==> src/rtl/cpu_defines_pkg.sv <==
// Shared CPU-wide widths and sizing constants for the fetch/decode path.
// Ports: none (package only).
// Imported by the instruction fetch queue and its neighbours.
package cpu_defines;

  localparam int INST_FIFO_DEPTH = 16;
  localparam int INST_W          = 32;
  localparam int PC_W            = 32;

endpackage

==> src/rtl/inst_fetch_fifo.sv <==
// Dual-push / dual-pop instruction queue between i-cache and dual-issue decode.
// Latency: a pushed entry appears on out_* the cycle after the push edge (no bypass);
//   outputs are combinational from registered pointers/count.
// Backpressure: almost_full (fewer than 2 free slots) stalls fetch; an overflowing
//   push is dropped whole. Pops are gated by out_valid1/2, so over-popping is harmless.
// Ports: clk, rst (sync, active-high), flush; push_en1/2 + push_inst1/2 + push_pc1/2;
//   pop_en1/2; out_valid1/2 + out_inst1/2 + out_pc1/2; empty, almost_full, count.
module inst_fetch_fifo
  import cpu_defines::*;
#(
  parameter int DEPTH = INST_FIFO_DEPTH,
  parameter int PTR_W = $clog2(DEPTH)
) (
  input  logic              clk,
  input  logic              rst,
  input  logic              flush,
  input  logic              push_en1,
  input  logic              push_en2,
  input  logic [INST_W-1:0] push_inst1,
  input  logic [PC_W-1:0]   push_pc1,
  input  logic [INST_W-1:0] push_inst2,
  input  logic [PC_W-1:0]   push_pc2,
  input  logic              pop_en1,
  input  logic              pop_en2,
  output logic              out_valid1,
  output logic [INST_W-1:0] out_inst1,
  output logic [PC_W-1:0]   out_pc1,
  output logic              out_valid2,
  output logic [INST_W-1:0] out_inst2,
  output logic [PC_W-1:0]   out_pc2,
  output logic              empty,
  output logic              almost_full,
  output logic [PTR_W:0]    count
);

  localparam logic [PTR_W:0]   DEPTH_C = (PTR_W+1)'(DEPTH);
  localparam logic [PTR_W+1:0] DEPTH_X = (PTR_W+2)'(DEPTH);

  logic [INST_W-1:0] mem_inst [DEPTH];
  logic [PC_W-1:0]   mem_pc   [DEPTH];

  logic [PTR_W-1:0] wptr, rptr;
  logic [PTR_W-1:0] wptr_p1, rptr_p1;
  logic [1:0]       num_push_req, num_push, num_pop;
  logic             overflow, pop1, pop2, wr1, wr2;

  assign wptr_p1 = wptr + PTR_W'(1);
  assign rptr_p1 = rptr + PTR_W'(1);

  // Slot 2 alone is not a legal request; treat it as no push at all.
  always_comb begin
    num_push_req = 2'd0;
    if (push_en1) num_push_req = push_en2 ? 2'd2 : 2'd1;
  end

  // Overflow check ignores same-cycle pops: fetch is expected to honour almost_full.
  assign overflow = ({1'b0, count} + (PTR_W+2)'(num_push_req)) > DEPTH_X;
  assign num_push = overflow ? 2'd0 : num_push_req;
  assign wr1      = num_push != 2'd0;
  assign wr2      = num_push == 2'd2;

  assign pop1    = pop_en1 & out_valid1;
  assign pop2    = pop_en2 & pop1 & out_valid2;
  assign num_pop = {1'b0, pop1} + {1'b0, pop2};

  always_ff @(posedge clk) begin
    if (rst || flush) begin
      wptr  <= '0;
      rptr  <= '0;
      count <= '0;
    end else begin
      wptr  <= wptr + PTR_W'(num_push);
      rptr  <= rptr + PTR_W'(num_pop);
      count <= count + (PTR_W+1)'(num_push) - (PTR_W+1)'(num_pop);
    end
  end

  // Storage is not reset; a flush only has to suppress the writes.
  always_ff @(posedge clk) begin
    if (!rst && !flush) begin
      if (wr1) begin
        mem_inst[wptr] <= push_inst1;
        mem_pc[wptr]   <= push_pc1;
      end
      if (wr2) begin
        mem_inst[wptr_p1] <= push_inst2;
        mem_pc[wptr_p1]   <= push_pc2;
      end
    end
  end

  assign out_valid1  = count >= (PTR_W+1)'(1);
  assign out_valid2  = count >= (PTR_W+1)'(2);
  assign out_inst1   = mem_inst[rptr];
  assign out_pc1     = mem_pc[rptr];
  assign out_inst2   = mem_inst[rptr_p1];
  assign out_pc2     = mem_pc[rptr_p1];
  assign empty       = count == '0;
  assign almost_full = (DEPTH_C - count) < (PTR_W+1)'(2);

endmodule

==> config.mk <==
export PLATFORM = sky130hd
export DESIGN_NAME = inst_fetch_fifo
export DESIGN_NICKNAME = d
export VERILOG_FILES = /design/src/rtl/cpu_defines_pkg.sv /design/src/rtl/inst_fetch_fifo.sv
export SDC_FILE = /design/constraint.sdc
export NUM_CORES = 2
export LEC_CHECK = 0
export CAP_MARGIN = 5
export CORE_MARGIN = 10
export CORE_UTILIZATION = 60
export CTS_BUF_LIST = sky130_fd_sc_hd__clkbuf_4 sky130_fd_sc_hd__clkbuf_8
export CTS_CLUSTER_DIAMETER = 100
export CTS_CLUSTER_SIZE = 30
export DETAILED_ROUTE_END_ITERATION = 7
export PLACE_DENSITY = 0.9
export SETUP_SLACK_MARGIN = 0.5
export SLEW_MARGIN = 20
export SYNTH_ARGS = -nofsm -noshare
export SYNTH_HDL_FRONTEND = slang
export SYNTH_SLANG_ARGS = --single-unit
export TNS_END_PERCENT = 10
==> constraint.sdc <==
create_clock -name clk -period 24.6 [get_ports clk]
set_clock_uncertainty 0.2 [all_clocks]
set_input_delay 6.15 -clock clk [delete_from_list [all_inputs] [get_ports clk]]
set_output_delay 6.15 -clock clk [all_outputs]
set_load 0.01 [all_outputs]
# ---- After elaboration in Yosys (flattened, before gate mapping)
# Memory sizes are Yosys's and may differ from the RTL's. A register that Yosys moved wholly into a read port is not among the register bits.
# Cells that the tools add are included.
dict set report op_classes {
  addsub 9
  n_lt_le_gt_ge 4
  n_eq_ne 1
  mux 11
  bitwise_logic 3
  n_reduce_logical 6
}
# cell count
set ops {}
lappend ops {{4-bit by 1-bit adder with 4-bit output, second input constant} 2}
lappend ops {{4-bit by 2-bit adder with 4-bit output} 2}
lappend ops {{4-bit two-way mux} 2}
lappend ops {{5-bit by 2-bit adder with 6-bit output} 1}
lappend ops {{6-bit by 5-bit > comparator with 1-bit output, second input constant} 1}
lappend ops {{1-bit two-way mux} 6}
lappend ops {{2-bit two-way mux} 3}
lappend ops {{5-bit by 2-bit adder with 5-bit output} 1}
lappend ops {{5-bit by 1-bit >= comparator with 1-bit output, second input constant} 1}
lappend ops {{5-bit by 2-bit >= comparator with 1-bit output, second input constant} 1}
lappend ops {{5-bit zero test} 1}
lappend ops {{5-bit by 2-bit less-than comparator with 1-bit output, second input constant} 1}
lappend ops {{5-bit by 2-bit subtractor with 5-bit output} 1}
lappend ops {{5-bit subtractor, first input constant} 1}
lappend ops {{1-bit bitwise AND} 3}
lappend ops {{1-bit by 1-bit adder with 2-bit output} 1}
lappend ops {{2-bit equality test, second input constant} 1}
lappend ops {{1-bit zero test} 2}
lappend ops {{2-bit nonzero test} 1}
lappend ops {{1-bit logical AND} 1}
lappend ops {{1-bit logical OR} 1}
dict set report totals {
  ff_bits 13
  mem_bits_rw 1024
  in_bits 135
  output_inout_bits 137
  wordCells 39
  memories 2
}
# name words word_bits rd rd_clocked_by_memory_dff write_ports line_no
set mem_list {}
lappend mem_list {mem_inst 16 32 2 1 2 inst_fetch_fifo.sv:39} ;# logic [INST_W-1:0] mem_inst [DEPTH];
lappend mem_list {mem_pc 16 32 2 1 2 inst_fetch_fifo.sv:40} ;# logic [PC_W-1:0] mem_pc [DEPTH];

# ---- Depth between registers and ports, before layout
dict set report depth {
  depth_word 9
  mapped_depth 20
}

# ---- Worst setup path after synthesis
# No wires, ideal clock.
dict set report synth_timing {
  kind {input to register}
  startpoint {input push_en2}
  endpoint {memory mem_inst[13][0], enable pin}
  setup_ps 644
  arrival_time_ps 13861
  path_slack_ps 9895
  stages 9
  n_path_buf 1
  cell_sequence {buf_2 > nor2b_1 > ha_1 > fa_1 > nor3_1 > a21o_1 > a32o_1 > nand2_1 > nor4_1}
}
# element line_no
set synth_lines {}
lappend synth_lines {{start: declaration} inst_fetch_fifo.sv:18} ;# input logic push_en2,
lappend synth_lines {{end: declaration} inst_fetch_fifo.sv:39}

# ---- Worst setup path after layout
dict set report layout_timing {
  startpoint {register rptr[0]}
  endpoint {output out_pc2[15]}
}
dict set report layout_between {
  elab_chain_cells 2
}
# element line_no
set layout_lines {}
lappend layout_lines {{start: declaration} inst_fetch_fifo.sv:42} ;# logic [PTR_W-1:0] wptr, rptr;
lappend layout_lines {{start signal: assignment} inst_fetch_fifo.sv:73} ;# rptr <= rptr + PTR_W'(num_pop);
lappend layout_lines {{4-bit by 1-bit adder with 4-bit output} inst_fetch_fifo.sv:48} ;# assign rptr_p1 = rptr + PTR_W'(1);
lappend layout_lines {{memory 16 x 32 bit} -}
lappend layout_lines {{end: declaration} inst_fetch_fifo.sv:30} ;# output logic [PC_W-1:0] out_pc2,
# No other way between the ends.

==> metrics <==
outcome=completed; synthesis-to-finish area growth=6.83%; worst reg2reg path endpoint=mem_inst[3][20]$_DFFE_PP_; CTS buffer count=42; Ys Warns=0; port buffer count=271; Nets=3,429; ys flop type=edfxtp_1; die width=337 microns; H-tree depth=2; Crit Path Class=flip-flop to primary output; CTS tree=yes; final WL=169 mm; slowest CP cell=dfxtp_4; vias in the first global route=35,912; Die ar.=113,000 sq um; Hold Vio Cnt, Final=0; share of layout cells above drive strength 1=54.7%; Hold-fix buffers, CTS=0; Tot GR Track Use=29.7%; pwr/cell area=64.7 nW/um^2; clock power share=17.3%; Max FO, Critical Path=64; max-slew violations=0; Max Cap Viol=0; Lkg Pwr=19.1 nW; Layout fillers=6,692; r2r setup slk=19.57 ns; Synth cell types=45; Core Area=99,900 sq um; clk sink count=1,037; GP Congestion=0.839; EDFF count, synth=1,024; vias=34,918; Die Y=337 microns; CP peak stage delay=0.91 ns; Worst-Skew Late Latency=0.75 ns; internal power=2.95 mW; Sw Share=29.2%; pin count of the biggest net entering global routing=173; reg2reg start=count[0]$_SDFF_PP0_; Hold Crit Depth=2; Starting Density=60.2%; Register-to-Register Path Depth=8; CP Data Required Time=18.25 ns; synthesized net count=3,408; Worst Hold Launch=wptr[3]$_SDFF_PP0_; synthesized flop and latch total=1,037; Setup Viol. Count Final=0; Post-synth ARST share=0%; synthesized instance count=3,247; nature of the critical path endpoint=primary output; clock root buffer=clkbuf_8; synthesized area per cell=18.5 sq um; f_max=0.0856 GHz; # IOs=272; first-pass GRT wire length=248 mm; hold worst-path end=wptr[3]$_SDFF_PP0_; Comb power frac=34.5%; Clock Pin Slew Worst Setup and Hold Paths=0.18 ns; DRT antenna net count=0; worst min path class=flip-flop to flip-flop; Seq/Total Area, Yosys=51.5%; dpl cell area=63,400 sq um; maximum VDD drop=0.0876 mV; CP arrival=5.34 ns; final instance area=64,300 sq um; CTS resizes=0; DR WL/cell=36.7 microns; vias per cell=7.60; sequential power share=48.2%; relative slew slack=17.7%; detailed placement HPWL=95.5 mm; CP cell instances=buf_4, buf_4, mux4_2, mux4_2, clkdlybuf4s50_1; antenna violations before repair=27; CTS max path bufs=3; RSZ-0062 raised after global routing=false; post-CTS setup buffers=0; Tcrit/Tclk final=47.5%; Setup TNS=0 ns; CP Launch Type=flip-flop; row cnt=116; measured slew at the worst slew-check pin=1.23 ns; fin crit period=11.69 ns; Total Power=4.16 mW; initial DRC count=5,118; Post-Syn Area=60,200 sq um; Sw Pwr=1.21 mW; DRC violations left=0; Pre-Repair DR Iteration Count=5; gr ovfl total=0
[Yosys cell counts, drive strengths merged, types with 2 or more instances]
master | n | share of area [%]
nor4 | 18 | 0.44
a21oi | 8 | 0.067
edfxtp | 1024 | 51
nor2b | 6 | 0.062
nand3 | 4 | 0.033
nor2 | 23 | 0.15
fa | 5 | 0.17
nand2b | 2 | 0.021
or2 | 4 | 0.042
clkbuf | 238 | 1.5
mux4 | 640 | 24
buf | 142 | 1.6
ha | 21 | 0.44
xnor2 | 10 | 0.15
and2 | 10 | 0.10
mux2 | 1024 | 19
o22a | 2 | 0.029
nand2 | 13 | 0.081
a21o | 3 | 0.037
dfxtp | 13 | 0.43
or4 | 2 | 0.025
nor3 | 9 | 0.075
inv | 10 | 0.062
nand4 | 2 | 0.021
[cell usage in the layout (no fill, tap or decap), types with 5 or more instances in the layout]
cell,count
clkbuf_8,43
mux2_1,52
inv_1,10
nand2_1,13
mux2_2,972
nor2b_1,6
buf_4,82
clkdlybuf4s50_1,271
and2_1,9
nor4_4,10
fa_1,5
ha_1,20
nor2_1,19
xnor2_1,9
dfxtp_1,9
diode_2,16
nor4_2,8
a21oi_1,8
nor3_2,5
edfxtp_1,1024
clkbuf_4,5
mux4_2,640
[power by group through the flow]
stage	clock network [mW]	logic [mW]	registers, mW
final	0.720	1.44	2.00
after global routing	0.777	1.52	2.01
after CTS	0.722	1.44	2.00
after detailed placement	0	1.43	2.04
after global placement	0	1.41	2.04
after floorplan	0	0.977	2.02
[through the flow]
step	util [%]	setup slack [ns]	instances	hold WS, ns
floorplan	-	9.89	3247	0.378
global placement	63.5	13.18	4521	0.418
detailed placement	63.5	13.21	4521	0.443
CTS	64.3	12.87	4577	0.467
global route	64.3	12.62	4585	0.520
finish	64.4	12.91	4594	0.486
[routing by layer]
layer	GRT usage (%)	vias up	share of wire, %
met4	10.1	34	3.3
met5	0	-	0.14
met3	6.39	364	12
met1	39.4	18296	35
met2	48.7	2578	49
li1	-	13646	-
[area by class of cell]
class | count | area, sq um | share of cell area (%)
sequential | 1037 | 31000 | 48.3
multi-input combinational | 1820 | 27400 | 42.6
timing repair buffer | 357 | 3410 | 5.30
tap | 1298 | 1620 | 2.53
clock buffer | 48 | 629 | 0.979
clock inverter | 8 | 124 | 0.193
antenna | 16 | 40.0 | 0.0623
inverter | 10 | 37.5 | 0.0584
[worst max-delay path by stage]
stage	cells past startpoint	startpoint	slack (ns)	endpoint
after floorplan	9	push_en2	9.89	mem_inst[13][0]$_DFFE_PP_
after global routing	5	rptr[0]$_SDFF_PP0_	12.62	out_pc2[15]
after CTS	5	rptr[0]$_SDFF_PP0_	12.87	out_pc2[15]
after detailed placement	11	push_en2	13.21	mem_pc[1][10]$_DFFE_PP_
final	5	rptr[0]$_SDFF_PP0_	12.91	out_pc2[15]
after global placement	11	push_en2	13.18	mem_inst[3][28]$_DFFE_PP_
[flip-flops by register name, indices dropped and copies added, names as in the netlist]
register	flops
wptr	4
mem_pc	512
count	5
mem_inst	512
rptr	4
[worst max-delay path, delay by kind of cell, from the launching register on]
family	cells	cell delay (ns)
mux	2	1.18
buf+inv	3	2.38
flops	1	0.91
[cell families (layout without fill, tap and decap cells)]
group | Yosys count | after routing | synth area share, %
muxes | 1664 | 1664 | 43.1
DFF | 1037 | 1037 | 51.5
buffers and inverters | 390 | 423 | 3.19
and+or+nand+nor | 100 | 100 | 1.15
adders and majority gates | 26 | 26 | 0.603
AOI/OAI and AO/OA | 19 | 19 | 0.223
xor gates and xnor gates | 11 | 11 | 0.160
other | 0 | 16 | 0
Power figures use the tool's default switching activity.
